## src/rtl/uart_sample_packer.sv

```systemverilog
// Byte/word adapter between the board UART and the filter: LSB-first byte assembly (RX)
// and serialisation (TX). Define PACKER_CHECKSUM_EN to add a trailing XOR byte per word.
module uart_sample_packer #(
    parameter int WORD_BYTES  = 4,
    parameter int TIMEOUT_CYC = 50000
) (
    input  logic                    clk,
    input  logic                    rst,
    input  logic [7:0]              rx_byte,
    input  logic                    rx_bvalid,
    output logic                    rx_bready,
    output logic [8*WORD_BYTES-1:0] smp_out,
    output logic                    smp_valid,
    input  logic                    smp_ready,
    input  logic [8*WORD_BYTES-1:0] smp_in,
    input  logic                    smp_in_valid,
    output logic                    smp_in_ready,
    output logic [7:0]              tx_byte,
    output logic                    tx_bvalid,
    input  logic                    tx_bready,
    output logic                    timeout_err,
    output logic                    frame_err
);
    localparam int W = 8*WORD_BYTES;
`ifdef PACKER_CHECKSUM_EN
    localparam int NB = WORD_BYTES + 1;
`else
    localparam int NB = WORD_BYTES;
`endif
    localparam int CW = $clog2(NB + 1);
    localparam int TW = $clog2(TIMEOUT_CYC);
    localparam logic [CW-1:0] LAST  = CW'(NB - 1);
    localparam logic [TW-1:0] TLAST = TW'(TIMEOUT_CYC - 1);

    function automatic logic [7:0] xor_bytes(input logic [W-1:0] w);
        logic [7:0] x;
        x = '0;
        for (int i = 0; i < WORD_BYTES; i++) x ^= w[8*i +: 8];
        return x;
    endfunction

    function automatic logic [7:0] tx_sel(input logic [W-1:0] w, input logic [CW-1:0] i);
`ifdef PACKER_CHECKSUM_EN
        if (i == CW'(WORD_BYTES)) return xor_bytes(w);
`endif
        return w[8*i +: 8];
    endfunction

    // ---------------- RX path ----------------
    typedef enum logic {COLLECT, HOLD} rx_state_e;
    rx_state_e       rx_st_q, rx_st_d;
    logic [CW-1:0]   rx_cnt_q, rx_cnt_d;
    logic [TW-1:0]   idle_q, idle_d;
    logic [W-1:0]    acc_q, acc_d, smp_q, smp_d;
    logic            rx_bready_q, rx_bready_d, smp_valid_q, smp_valid_d;
    logic            tmo_q, tmo_d, ferr_q, ferr_d;
    logic            rx_acc;

    assign rx_acc = rx_bvalid & rx_bready_q;

    always_comb begin
        rx_st_d     = rx_st_q;
        rx_cnt_d    = rx_cnt_q;
        idle_d      = idle_q;
        acc_d       = acc_q;
        smp_d       = smp_q;
        rx_bready_d = rx_bready_q;
        smp_valid_d = smp_valid_q;
        tmo_d       = 1'b0;
        ferr_d      = 1'b0;
        case (rx_st_q)
            COLLECT: begin
                rx_bready_d = 1'b1;
                if (rx_acc) begin
                    idle_d = '0;
                    if (rx_cnt_q == LAST) begin
                        rx_cnt_d = '0;
`ifdef PACKER_CHECKSUM_EN
                        if (rx_byte == xor_bytes(acc_q)) begin
                            smp_d       = acc_q;
                            smp_valid_d = 1'b1;
                            rx_bready_d = 1'b0;
                            rx_st_d     = HOLD;
                        end else begin
                            ferr_d = 1'b1;
                        end
`else
                        smp_d                        = acc_q;
                        smp_d[8*(WORD_BYTES-1) +: 8] = rx_byte;
                        smp_valid_d                  = 1'b1;
                        rx_bready_d                  = 1'b0;
                        rx_st_d                      = HOLD;
`endif
                    end else begin
                        acc_d[8*rx_cnt_q +: 8] = rx_byte;
                        rx_cnt_d               = rx_cnt_q + 1'b1;
                    end
                end else if (rx_cnt_q != '0) begin
                    // an accepted byte in the expiry cycle takes the branch above instead
                    if (idle_q == TLAST) begin
                        rx_cnt_d = '0;
                        idle_d   = '0;
                        tmo_d    = 1'b1;
                    end else begin
                        idle_d = idle_q + 1'b1;
                    end
                end
            end
            HOLD: begin
                if (smp_ready && smp_valid_q) begin
                    rx_st_d     = COLLECT;
                    smp_valid_d = 1'b0;
                    rx_bready_d = 1'b1;
                end
            end
            default: rx_st_d = COLLECT;
        endcase
    end

    always_ff @(posedge clk or posedge rst) begin
        if (rst) begin
            rx_st_q     <= COLLECT;
            rx_cnt_q    <= '0;
            idle_q      <= '0;
            acc_q       <= '0;
            smp_q       <= '0;
            rx_bready_q <= 1'b0;
            smp_valid_q <= 1'b0;
            tmo_q       <= 1'b0;
            ferr_q      <= 1'b0;
        end else begin
            rx_st_q     <= rx_st_d;
            rx_cnt_q    <= rx_cnt_d;
            idle_q      <= idle_d;
            acc_q       <= acc_d;
            smp_q       <= smp_d;
            rx_bready_q <= rx_bready_d;
            smp_valid_q <= smp_valid_d;
            tmo_q       <= tmo_d;
            ferr_q      <= ferr_d;
        end
    end

    // ---------------- TX path ----------------
    typedef enum logic {IDLE, SEND} tx_state_e;
    tx_state_e       tx_st_q, tx_st_d;
    logic [W-1:0]    tx_word_q, tx_word_d;
    logic [CW-1:0]   tx_idx_q, tx_idx_d;
    logic [7:0]      tx_byte_q, tx_byte_d;
    logic            tx_bvalid_q, tx_bvalid_d, sin_rdy_q, sin_rdy_d;

    always_comb begin
        tx_st_d     = tx_st_q;
        tx_word_d   = tx_word_q;
        tx_idx_d    = tx_idx_q;
        tx_byte_d   = tx_byte_q;
        tx_bvalid_d = tx_bvalid_q;
        sin_rdy_d   = sin_rdy_q;
        case (tx_st_q)
            IDLE: begin
                sin_rdy_d = 1'b1;
                if (smp_in_valid && sin_rdy_q) begin
                    tx_word_d   = smp_in;
                    tx_idx_d    = '0;
                    tx_byte_d   = smp_in[7:0];
                    tx_bvalid_d = 1'b1;
                    sin_rdy_d   = 1'b0;
                    tx_st_d     = SEND;
                end
            end
            SEND: begin
                if (tx_bready && tx_bvalid_q) begin
                    if (tx_idx_q == LAST) begin
                        tx_bvalid_d = 1'b0;
                        sin_rdy_d   = 1'b1;
                        tx_st_d     = IDLE;
                    end else begin
                        tx_idx_d  = tx_idx_q + 1'b1;
                        tx_byte_d = tx_sel(tx_word_q, tx_idx_q + 1'b1);
                    end
                end
            end
            default: tx_st_d = IDLE;
        endcase
    end

    always_ff @(posedge clk or posedge rst) begin
        if (rst) begin
            tx_st_q     <= IDLE;
            tx_word_q   <= '0;
            tx_idx_q    <= '0;
            tx_byte_q   <= '0;
            tx_bvalid_q <= 1'b0;
            sin_rdy_q   <= 1'b0;
        end else begin
            tx_st_q     <= tx_st_d;
            tx_word_q   <= tx_word_d;
            tx_idx_q    <= tx_idx_d;
            tx_byte_q   <= tx_byte_d;
            tx_bvalid_q <= tx_bvalid_d;
            sin_rdy_q   <= sin_rdy_d;
        end
    end

    assign rx_bready    = rx_bready_q;
    assign smp_out      = smp_q;
    assign smp_valid    = smp_valid_q;
    assign smp_in_ready = sin_rdy_q;
    assign tx_byte      = tx_byte_q;
    assign tx_bvalid    = tx_bvalid_q;
    assign timeout_err  = tmo_q;
    assign frame_err    = ferr_q;
endmodule

```

## config.mk

```make
export PLATFORM = sky130hd
export DESIGN_NAME = uart_sample_packer
export DESIGN_NICKNAME = d
export VERILOG_FILES = /design/src/rtl/uart_sample_packer.sv
export SDC_FILE = /design/constraint.sdc
export NUM_CORES = 1
export LEC_CHECK = 0
export CAP_MARGIN = 20
export CORE_MARGIN = 5
export CORE_UTILIZATION = 35
export CTS_CLUSTER_SIZE = 25
export DETAILED_ROUTE_END_ITERATION = 8
export PLACE_DENSITY = 0.62
export SLEW_MARGIN = 20
export SYNTH_ARGS = -nofsm -noshare
export SYNTH_HDL_FRONTEND = slang
export SYNTH_SLANG_ARGS = --single-unit
```

## constraint.sdc

```tcl
create_clock -name clk -period 4.02 [get_ports clk]
set_input_delay 0.402 -clock clk [delete_from_list [all_inputs] [get_ports clk]]
set_output_delay 0.402 -clock clk [all_outputs]
set_load 0.05 [all_outputs]
```

### Word-level counts from Yosys, hierarchy flattened

Cells that the tools add are included.
Widths: inputs -> output; s select.

* flip-flop bits (word level): 133
* input port bits: 46
* output and inout bits: 46
* word-level logic and storage cells: 94

* add/sub/neg operators: 4
* equal/unequal tests: 10
* shift operators: 3
* multiplexer cells: 44
* bitwise operators: 4
* reduce and logical (&&, ||, !) cells: 15

Operators with widths (count)
* $mux 16: 3
* $neg 6->34: 1
* $shift 8x34->32 const A: 1
* $shiftx 8x34->32: 1
* $bwmux 32: 1
* $shiftx 32x7->8: 1
* $mux 8: 3
* $mux 1: 22
* $mux 3: 7
* $reduce_and 3->1: 6
* $add 16x1->16 const B: 1
* $eq 16x16->1 const B: 1
* $pmux 8 s2: 1
* $pmux 1 s2: 6
* $ne 2x2->1 const B: 4
* $add 3x1->3 const B: 2
* $eq 3x2->1 const B: 2
* $ne 2x1->1 const B: 3
* $pmux 3 s2: 1
* $reduce_and 2->1: 3
* $reduce_bool 2->1: 2
* $logic_and 1x1->1: 3
* $not 1->1: 3
* $reduce_bool 3->1: 1
* $and 1x1->1: 1

### Depth between registers and ports, before layout

Gate-level depths: netlist of the first run.

* depth after elaboration: 5
* depth in mapped cells: 7
* depth with buffers taken out: 6

### Worst setup path before layout of the first run

OpenSTA, ideal clock, no wires.

* path kind: register -> register
* start point: register rx_bready_q (netlist: rx_bready)
* end point: register smp_q[26] (netlist: smp_out[26])
* setup time: 125 ps
* arrival time: 1882 ps
* required time: 3895 ps
* path slack: 2013 ps
* cell stages (with the launch flop): 6
* buffers on the path: 2
* period minus slack after synthesis: 2007 ps
* path through: dfrtp_1 -> nand2_1 -> buf_2 -> nor3_4 -> buf_2 -> mux2_2

* cells in the longest elaborated chain, start to end: 2

RTL lines
* from (decl): line 55 `logic rx_bready_q, rx_bready_d, smp_valid_q, smp_valid_d;`
* from (signal assigned): line 137 `rx_bready_q <= rx_bready_d;`
* $and 1x1->1: line 59 `assign rx_acc = rx_bvalid & rx_bready_q;`
* $reduce_and 3->1 (no source line)
* to (signal assigned): line 136 `smp_q <= smp_d;`
* to (decl): line 54 `logic [W-1:0] acc_q, acc_d, smp_q, smp_d;`

No other way between the ends.
A chain may end at the register's enable or synchronous reset.

### Final worst setup path of the first run

* start point: register tx_idx_q[0]
* end point: register tx_idx_q[1]

* cells in the longest elaborated chain, start to end: 4
* elaborated cells between the ends (all ways): 7
* those cells by class: 1 x add/sub; 2 x eq/ne; 3 x mux; 1 x reduce/logical

RTL lines
* from (decl): line 148 `logic [CW-1:0] tx_idx_q, tx_idx_d;`
* from (signal assigned): line 198 `tx_idx_q <= tx_idx_d;`
* $add 3x1->3: line 178 `tx_idx_d = tx_idx_q + 1'b1;`
* $mux 3: line 173 `if (tx_idx_q == LAST) begin`
* $mux 3: line 172 `if (tx_bready && tx_bvalid_q) begin`
* $pmux 3 s2: line 159 `case (tx_st_q)`

Parallel ways exist; a longest one is shown, timed or not. The select of a mux whose other input is x is not followed.

==> metrics.yaml, run 1 <==
run_status:
  status: "completed"
clock_tree:
  post-cts-setup-buffers: 0
  post_cts_resized: 0
  htreeDepth: 4
  cts_sinks: 125
  cts_tree: "built"
  clkTransAtPathRegs_ns: 0.05
  clockBufferDepth: 2
  clkLatencyLatePin_ns: 0.41
  clockRootBuffer: "clkbuf_16"
  holdBufCountCts: 0
  cts_made_buffers: 17
job:
  drv_cap: 0
logic_synthesis:
  ys.flop_type: "dfrtp_1"
  yosys.area.top_type: "dfrtp_1"
  ys_warn_count: 0
  synth-seq-cells: 125
  ys_seq_area_frac: 0.561
  postSynthCellCount: 439
  synth_edf_count: 0
  postSynthAreaPerCell_sq_um: 12.7
  yosys-top-cells-area: "dfrtp_1 56%, mux2_2 16%, mux4_2 3.2%, a31oi_1 2.2%, nor2b_1 2.1%"
  ys_types: 48
  synth_area_sq_um: 5580
  synth_fp_nets: 491
  synth_top_area_frac: 0.561
  async_reset_ff_frac: 1.00
power:
  combPwrFrac: 0.414
  p_switching_uw: 2360
  pwr_density_cell_nw_per_um2: 865
  leakagePower_uw: 0.00306
  p_clk_frac: 0.245
  swShare: 0.376
  p_int_uw: 3930
  p_seq_frac: 0.341
  vdd_drop_max_v: 0.000548
setup_path:
  critPathBufInv: 1
  reg2reg_slack_ns: 1.53
  worstSetupEndpoint: "tx_idx_q[1]"
  rr_worst_depth: 7
  worst-path-stages: 7
  r2r-start: "tx_idx_q[0]"
  worstPathRequired_ns: 4.31
  path_cells: "ha_1, ha_1, nand2b_1, a22oi_1, buf_4, nor2b_1, a31o_2"
  critPathKind: "reg -> reg"
  path_max_fanout: 14
  crit_top_cell: "ha_1"
  timing.rr.end: "tx_idx_q[1]"
  critPathTopFamily: "compound AO/OA/AOI/OAI gates"
  max_stage_delay_ns: 0.57
  worstPathArrival_ns: 2.78
  end_kind: "flip-flop"
  setup.worst_path.start: "tx_idx_q[0]"
  worst_path_max_delay_cell: "dfrtp_1"
  cp-start-kind: "flip-flop"
placed_design:
  io_buffers: 90
  dp_hpwl_mm: 8.14
  gp_congestion: 0.785
detailed_routing:
  postRouteAntennaNets: 0
  drcViolationCount: 0
  drt_iter0_markers: 151
  firstDrtPassIters: 4
  wl_per_cell_microns: 15.8
  wl_mm: 12.0
  viasPerCell: 4.98
  num_vias: 3765
grt:
  grt_usage: 0.137
  grt_overflow: 0
  grt_pass1_wl_mm: 20.0
  grt_pass1_vias: 4025
  antenna_found_initial: 0
  grt_start_max_net_pins: 76
floorplan:
  dieArea_sq_um: 18600
  row_count: 46
  die_x_microns: 136
  die_y_microns: 136
  num_io_pins: 92
  initial_core_util: 0.354
  coreArea_sq_um: 15800
finish:
  antenna_cells: 0
  fin_util: 0.461
  fin_nets: 579
  drive_above_1_share: 0.243
  nFillCells: 1439
  area.growth.synth_to_final_pct: 30.4
sta:
  finalSetupViolCount: 0
  setup_tns_ns: 0
  fin_crit_ns: 2.49
  clock.fmax_mhz: 401
  fin_crit_sh: 0.620
  finalClockSkew_ns: 0.00646
  slew_headroom: 0.382
  rsz0062_at_grt: "no"
  worstMarginPinSlew_ns: 0.926
  final_hold_viol_count: 0
  drv_slew: 0
worst_hold_path:
  hold_path_class: "reg -> reg"
worst register-to-register path, cell delays in order, from the launching register on:
cell and delay (ns):
dfrtp_1 0.57, ha_1 0.30, ha_1 0.21, nand2b_1 0.15, a22oi_1 0.57, buf_4 0.32, nor2b_1 0.07, a31o_2 0.21
power groups by stage:
stage | clock (uW) | sequential [uW] | combinational, uW
final | 1540 | 2150 | 2610
after global routing | 1640 | 2220 | 2810
after CTS | 1580 | 2150 | 2650
after detailed placement | 0 | 2170 | 2640
after global placement | 0 | 2150 | 2570
after floorplan | 0 | 2750 | 1250
stage by stage:
| stage | cell area, sq um | std cells | total power, uW | hold slack, ns | worst slack (ns) |
|---|---|---|---|---|---|
| 3_5_place_dp | 6680 | 724 | 4800 | 0.476 | 1.15 |
| 3_3_place_gp | 6680 | 724 | 4730 | 0.472 | 1.21 |
| 2_1_floorplan | 5580 | 439 | 4000 | 0.445 | 0.290 |
| 6_report | 7280 | 756 | 6290 | 0.488 | 1.53 |
| 5_1_grt | 7280 | 756 | 6670 | 0.517 | 1.37 |
| 4_1_cts | 7280 | 756 | 6380 | 0.495 | 1.49 |
cell usage in the layout (no fill, tap or decap), types with 4 or more instances in the layout:
cell type / netlist / routed
mux4_2: 8 / 8
a31oi_1: 20 / 20
ha_1: 6 / 6
mux2i_1: 6 / 6
mux2_1: 6 / 6
nand2_1: 24 / 24
inv_1: 10 / 9
clkdlybuf4s50_1: 0 / 90
o21ai_0: 7 / 7
clkinv_2: 0 / 4
nor2b_1: 19 / 19
nand3_1: 14 / 14
nor2_1: 17 / 17
dfrtp_1: 125 / 125
mux2_2: 77 / 77
o211ai_1: 4 / 4
buf_4: 4 / 4
a21oi_1: 21 / 21
clkbuf_16: 0 / 17
nand4_1: 4 / 4
sequential cells by signal, summed over array words and instances, names as in the netlist:
register	cells
acc_q	24
idle_q	16
rx_bready	1
rx_cnt_q	3
rx_st_q	1
smp_in_ready	1
smp_out	32
smp_valid	1
timeout_err	1
tx_bvalid	1
tx_byte	8
tx_idx_q	3
tx_st_q	1
tx_word_q	32
final cells by class:
class,count,area (sq um),share of cell area
inverters,10,40.0,0.00550
clock buffers,21,460,0.0633
flip-flops and latches,125,3130,0.430
multi-input cells,278,2290,0.314
well taps,216,270,0.0371
repair buffers,95,951,0.131
clock inverters,11,141,0.0194
cell usage after synthesis, types with 2 or more instances:
cell / n
dfrtp_1: 125
mux2_2: 77
nand2_1: 24
a21oi_1: 21
a31oi_1: 20
nor2b_1: 19
nor2_1: 17
nand3_1: 14
buf_2: 12
inv_1: 10
clkbuf_1: 8
mux4_2: 8
o21ai_0: 7
ha_1: 6
mux2_1: 6
mux2i_1: 6
buf_4: 4
nand4_1: 4
o211ai_1: 4
and3_1: 3
nand2b_1: 3
nor3_1: 3
or3_1: 3
a21o_1: 2
a41oi_1: 2
and2_1: 2
buf_1: 2
nand3b_1: 2
nand4_2: 2
nor4_1: 2
nor4b_1: 2
o41ai_2: 2
or4_1: 2
worst min path at each step:
stage	start	end	depth (start not counted)
floorplan	idle_q[15]	idle_q[15]	1
global placement	smp_out[29]	smp_out[29]	1
detailed placement	acc_q[19]	smp_out[19]	1
CTS	smp_out[1]	smp_out[1]	1
global route	tx_word_q[9]	tx_word_q[9]	1
finish	smp_out[28]	smp_out[28]	1
kinds of logic after synthesis:
kind of cell | after synthesis | synth area share
multiplexers | 97 | 0.211
flip-flops | 125 | 0.561
buffers and inverters | 36 | 0.0296
AO/OA/AOI/OAI | 64 | 0.0733
other | 1 | 0.000672
adder cells (fa/ha/maj) | 6 | 0.0135
AND/OR/NAND/NOR | 110 | 0.112
routing by layer:
metal	track usage	routed length [microns]	up-vias
li1	-	-	1769
met1	0.175	5350	1872
met4	0.0487	172	0
met3	0.0500	848	16
met5	0	0	-
met2	0.213	5590	108
No activity file was read; power rests on OpenSTA's default activity.
==> run 2, diff against run 1 <==
Settings changed: PLACE_DENSITY 0.62 to 0.64.
Clock period 4.02 ns to 2.2 ns, I/O delays scaled along.
==> run 2 against run 1 <==
Net effect: power rose by 83%; sequential cell count unchanged; sequential share of layout area shrank 0.62 points; clock skew about the same; combinational power rose by 92%; non-clock buffer count grew 14; critical path type unchanged; critical endpoint is now acc_q[0].
==> metrics.yaml, run 2 (same netlist as run 1, synthesis figures left out) <==
setup_path:
  worst_path_max_delay_cell: "dfrtp_1"
  end_kind: "flip-flop"
  max_stage_delay_ns: 0.38  # -0.19 ns
  path_max_fanout: 8  # -6
  r2r-start: "rx_cnt_q[1]"
  crit_top_cell: "ha_1"
  worstPathRequired_ns: 2.49  # -1.82 ns
  rr_worst_depth: 6  # -1
  setup.worst_path.start: "rx_cnt_q[1]"
  critPathTopFamily: "simple AND/OR/NAND/NOR gates"
  worstPathArrival_ns: 2.30  # -0.48 ns
  critPathKind: "reg -> reg"
  path_cells: "inv_1, ha_1, ha_1, nor4b_1, and3_2, mux2_2"
  worst-path-stages: 6  # -1
  critPathBufInv: 1  # unchanged
  cp-start-kind: "flip-flop"
  reg2reg_slack_ns: 0.19  # -1.34 ns
sta:
  setup_tns_ns: 0  # unchanged
  fin_crit_sh: 0.912  # +0.293
  slew_headroom: 0.624  # +0.241
  drv_slew: 0  # unchanged
  rsz0062_at_grt: "no"
  fin_crit_ns: 2.01  # -0.484 ns
  finalSetupViolCount: 0  # unchanged
  final_hold_viol_count: 0  # unchanged
  finalClockSkew_ns: 0.00694  # +0.000481 ns
  worstMarginPinSlew_ns: 0.563  # -0.364 ns
  clock.fmax_mhz: 498  # +24%
  holdWs_ns: 0.162  # -0.326 ns
floorplan:
  die_y_microns: 136  # unchanged
  num_io_pins: 92  # unchanged
  dieArea_sq_um: 18600  # unchanged
  die_x_microns: 136  # unchanged
  initial_core_util: 0.354  # unchanged
  coreArea_sq_um: 15800  # unchanged
  row_count: 46  # unchanged
placed_design:
  io_buffers: 90  # unchanged
  dp.cells: 738  # +1.9%
  dp_hpwl_mm: 8.35  # +2.6%
  gp_congestion: 0.848  # +8.0%
finish:
  nFillCells: 1427  # -0.83%
  drive_above_1_share: 0.262  # +0.0196
  layout_commonest_cell: "dfrtp_1"
  final_cell_mix: "125 x dfrtp_1, 90 x clkdlybuf4s50_1, 77 x mux2_2"
  stdcell_count: 769  # +1.7%
  antenna_cells: 0  # unchanged
  area.growth.synth_to_final_pct: 32.3
  fin_nets: 593  # +2.4%
power:
  leakagePower_uw: 0.00312  # +1.9%
  p_clk_frac: 0.232  # -0.013
  p_seq_frac: 0.334  # -0.007
  vdd_drop_max_v: 0.000981  # +79%
  p_int_uw: 7190  # +83%
  swShare: 0.375  # -0.000716
  p_switching_uw: 4310  # +82%
  pwr_density_cell_nw_per_um2: 1560  # +80%
  combPwrFrac: 0.434  # +0.020
grt:
  grt_use_met1: 0.178  # +0.00283
  grt_pass1_vias: 4083  # +1.4%
  gr-usage-met3: 0.0570  # +0.00703
  grt_overflow: 0  # unchanged
  grt_start_max_net_pins: 60  # -21%
  antenna_found_initial: 0  # unchanged
  busiest_layer: "met2"
  grt_usage: 0.138  # +0.00176
  use_met2: 0.211  # -0.00193
  grt_pass1_wl_mm: 20.4  # +2.3%
clock_tree:
  clockRootBuffer: "clkbuf_16"
  cts_tree: "built"
  htreeDepth: 4  # unchanged
  clkLatencyLatePin_ns: 0.41  # about the same
  post-cts-setup-buffers: 0  # unchanged
  cts_made_buffers: 17  # unchanged
  clockBufferDepth: 2  # unchanged
  cts_sinks: 125  # unchanged
  clkTransAtPathRegs_ns: 0.05  # about the same
detailed_routing:
  drt_iter0_markers: 224  # +48%
  wl_mm: 12.0  # +0.67%
  postRouteAntennaNets: 0  # unchanged
  wl_per_cell_microns: 15.7  # -1.0%
  num_vias: 3802  # +0.98%
  firstDrtPassIters: 4  # unchanged
  viasPerCell: 4.94  # -0.72%
  drcViolationCount: 0  # unchanged
worst_hold_path:
  hold_path_class: "in -> async"
job:
  drv_cap: 0  # unchanged
run_status:
  status: "completed"
[run 2: cell types whose count changed in the layout (fill, tap and decap cells not counted), moves of 2 or more]
cell / change
bufinv_16: -2
buf_12: +2
clkinv_2: -2
clkbuf_8: +4
buf_4: +12
[run 2: power groups by stage]
| stage | clock [uW] | combinational [uW] | sequential (uW) |
|---|---|---|---|
| floorplan | 0 | 2280 | 5020 |
| global placement | 0 | 4940 | 3830 |
| detailed placement | 0 | 5050 | 3870 |
| CTS | 2740 | 5070 | 3850 |
| global route | 2860 | 5390 | 3980 |
| finish | 2670 | 5000 | 3840 |
[run 2: cell type report]
type / instances / area, sq um / share of cell area
clock buffers: 26 / 519 / 0.0703
clock inverters: 5 / 55.1 / 0.00746
flip-flops and latches: 125 / 3130 / 0.424
well taps: 216 / 270 / 0.0366
repair buffers: 109 / 1080 / 0.146
inverters: 10 / 41.3 / 0.00559
multi-input cells: 278 / 2290 / 0.310
[run 2: metrics by stage]
| step | utilization | power [uW] | worst slack (ns) | cell area, sq um |
|---|---|---|---|---|
| floorplan | - | 7300 | 0.193 | 5580 |
| global placement | 0.432 | 8780 | 0.161 | 6810 |
| detailed placement | 0.432 | 8920 | 0.0578 | 6810 |
| CTS | 0.468 | 11700 | 0.0484 | 7380 |
| global route | 0.468 | 12200 | 0.0117 | 7380 |
| finish | 0.468 | 11500 | 0.193 | 7380 |
[run 2: path summary, 6_finish.rpt]
kind                                 end
max                             acc_q[0]
min                            idle_q[3]
max reg2reg                     acc_q[0]
min reg2reg                  smp_out[29]
max in group asynchronous    rx_cnt_q[1]
min in group clk           tx_word_q[26]
[run 2: metal layers]
layer,part of all wire,vias to the layer above
li1,-,1800
met1,0.45,1888
met2,0.46,100
met3,0.084,14
met4,0.011,0
met5,0,-
[run 2: timing repair]
action / in CTS / in global routing
endpoints found under the hold margin: 0 / 0
gates resized for setup: 0 / 2
endpoints found under the setup margin: 0 / 11
hold buffers: 0 / 0
==> run 3, diff against run 2 <==
Settings changed: REMOVE_ABC_BUFFERS set to 1.
==> run 3 against run 2 <==
Net effect: sequential power about the same; sequential cell count unchanged; global-route usage is essentially flat; die area did not move; core utilization rose by 0.13 points; setup slack improved by 0.020 ns; first-iteration DRC count shrank 22%; count of clock-buffer cells in the layout decreased by 5; critical path depth unchanged.
==> metrics.yaml, run 3 (same netlist as run 1, synthesis figures left out) <==
detailed_routing:
  postRouteAntennaNets: 0  # unchanged
  top_layer: "met4"
  wl_met3_microns: 848  # -17%
  drcViolationCount: 0  # unchanged
  met1_length_mm: 5.39  # +0.39%
  viasPerCell: 4.99  # +0.87%
  drt_iter0_markers: 174  # -22%
  firstDrtPassIters: 4  # unchanged
  dr_wl_met2_mm: 5.77  # +4.3%
  wl_mm: 12.2  # +1.3%
  wl_per_cell_microns: 15.9  # +1.3%
  num_vias: 3835  # +0.87%
grt:
  grt_overflow: 0  # unchanged
  grt_pass1_vias: 4018  # -1.6%
  grt_pass1_wl_mm: 20.2  # -0.95%
  grt_usage: 0.138  # about the same
  grt_start_max_net_pins: 47  # -22%
  antenna_found_initial: 0  # unchanged
finish:
  final_cell_mix: "125 x dfrtp_1, 90 x clkdlybuf4s50_1, 77 x mux2_2"
  design_area_sq_um: 7400  # +0.29%
  nFillCells: 1430  # +0.21%
  regArea_sq_um: 3130  # unchanged
  antenna_cells: 0  # unchanged
  multi_input_area_sq_um: 2290  # about the same
  area.growth.synth_to_final_pct: 32.7
  fin_nets: 592  # -0.17%
  layout_commonest_cell: "dfrtp_1"
  drive_above_1_share: 0.260  # -0.00181
clock_tree:
  clockBufferDepth: 2  # unchanged
  clockRootBuffer: "clkbuf_16"
  clkLatencyLatePin_ns: 0.41  # about the same
  cts_tree: "built"
  clkTransAtPathRegs_ns: 0.05  # about the same
  htreeDepth: 4  # unchanged
  cts_sinks: 125  # unchanged
  cts_made_buffers: 17  # unchanged
  post-cts-setup-buffers: 0  # unchanged
  holdBufCountCts: 0  # unchanged
sta:
  finalClockSkew_ns: 0.00670  # -0.000237 ns
  final_hold_viol_count: 0  # unchanged
  worstMarginPinSlew_ns: 0.555  # -0.00762 ns
  clock.fmax_mhz: 503  # +0.99%
  fin_crit_sh: 0.903  # -0.00897
  rsz0062_at_grt: "no"
  drv_slew: 0  # unchanged
  fin_crit_ns: 1.99  # -0.0197 ns
  slew_headroom: 0.629  # +0.00510
  finalSetupViolCount: 0  # unchanged
setup_path:
  critPathTopFamily: "simple AND/OR/NAND/NOR gates"
  max_stage_delay_ns: 0.38  # about the same
  critPathKind: "reg -> reg"
  worstPathArrival_ns: 2.28  # -0.02 ns
  worstPathRequired_ns: 2.50  # about the same
  end_kind: "flip-flop"
  path_max_fanout: 8  # unchanged
  worst_path_max_delay_cell: "dfrtp_1"
  critPathBufInv: 1  # unchanged
  cp-start-kind: "flip-flop"
  path_cells: "inv_1, ha_1, ha_1, nor4b_1, and3_2, mux2_2"
  crit_top_cell: "ha_1"
placed_design:
  placed_cell_area_sq_um: 6810  # about the same
  dp_hpwl_mm: 8.36  # about the same
  io_buffers: 90  # unchanged
  gp_congestion: 0.800  # -5.6%
power:
  p_seq_frac: 0.332  # -0.002
  leakagePower_uw: 0.00313  # +0.38%
  p_clk_frac: 0.239  # +0.007
  swShare: 0.374  # -0.00115
  vdd_drop_max_v: 0.000843  # -14%
  p_int_uw: 7270  # +1.1%
  p_total_uw: 11600  # +0.93%
  combPwrFrac: 0.429  # -0.005
  pwr_density_cell_nw_per_um2: 1570  # +0.64%
  p_switching_uw: 4340  # +0.62%
floorplan:
  dieArea_sq_um: 18600  # unchanged
  die_y_microns: 136  # unchanged
  coreArea_sq_um: 15800  # unchanged
  num_io_pins: 92  # unchanged
  row_count: 46  # unchanged
  die_x_microns: 136  # unchanged
  initial_core_util: 0.354  # unchanged
job:
  drv_cap: 0  # unchanged
worst_hold_path:
  hold_path_class: "in -> async"
run_status:
  status: "completed"
==> run 3: cell types whose count changed in the layout (fill, tap and decap cells not counted) <==
| cell | previous run | this run |
|---|---|---|
| and4_1 | 0 | 1 |
| and4_2 | 1 | 0 |
| buf_12 | 3 | 4 |
| buf_4 | 16 | 14 |
| bufinv_16 | 1 | 3 |
| clkbuf_8 | 6 | 1 |
| clkinv_2 | 2 | 4 |
| clkinv_4 | 0 | 2 |
| clkinvlp_4 | 3 | 2 |
| inv_4 | 0 | 1 |
==> run 3: stage by stage <==
step | TNS (ns) | worst slack [ns] | hold WS (ns) | utilization | std cells
4_1_cts | 0 | 0.0745 | 0.185 | 0.469 | 769
6_report | 0 | 0.213 | 0.171 | 0.470 | 769
5_1_grt | 0 | 0.0811 | 0.217 | 0.470 | 769
3_5_place_dp | 0 | 0.0836 | 0.479 | 0.432 | 737
3_3_place_gp | 0 | 0.113 | 0.467 | 0.432 | 737
2_1_floorplan | -196.01 | -1.35 | 0.355 | - | 413
==> run 3: path summary, 6_finish.rpt <==
kind	end	slack (ns)	start	cells after the start
max in group asynchronous	tx_byte[2]	1.42	rst	3
min in group clk	tx_word_q[17]	0.42	smp_in[17]	2
setup / recovery	acc_q[0]	0.21	rx_cnt_q[0]	6
setup reg to reg	acc_q[0]	0.21	rx_cnt_q[0]	6
hold reg to reg	smp_out[4]	0.49	smp_out[4]	1
hold / removal	idle_q[2]	0.17	rst	2
==> run 3: worst reg2reg max path, stage by stage, from the launching register on <==
cell and delay (ns):
dfrtp_1 0.38, inv_1 0.06, ha_1 0.20, ha_1 0.29
nor4b_1 0.24, and3_2 0.35, mux2_2 0.36
==> run 3: cell type report <==
cell class / count / share of cell area
Multi-Input combinational cell: 278 / 0.309
Sequential cell: 125 / 0.422
Clock buffer: 21 / 0.0608
Timing Repair Buffer: 108 / 0.147
Tap cell: 216 / 0.0365
Clock inverter: 11 / 0.0193
Inverter: 10 / 0.00541
==> run 3: timing repair <==
item                       CTS  global route
gates resized for setup      0             1
hold endpoints to repair     0             0
setup endpoints to repair    0             1
==> run 3: power by group through the flow <==
stage | logic, uW | clock network, uW | registers (uW)
2_1_floorplan | 2150 | 0 | 5060
3_3_place_gp | 4930 | 0 | 3850
3_5_place_dp | 5020 | 0 | 3880
4_1_cts | 5050 | 2830 | 3870
5_1_grt | 5360 | 2950 | 3990
6_report | 4980 | 2770 | 3860
==> run 3: metal layers <==
layer	vias to the layer above	track usage
met5	-	0
met1	1897	0.176
met2	118	0.216
met3	23	0.0466
li1	1797	-
met4	0	0.0588
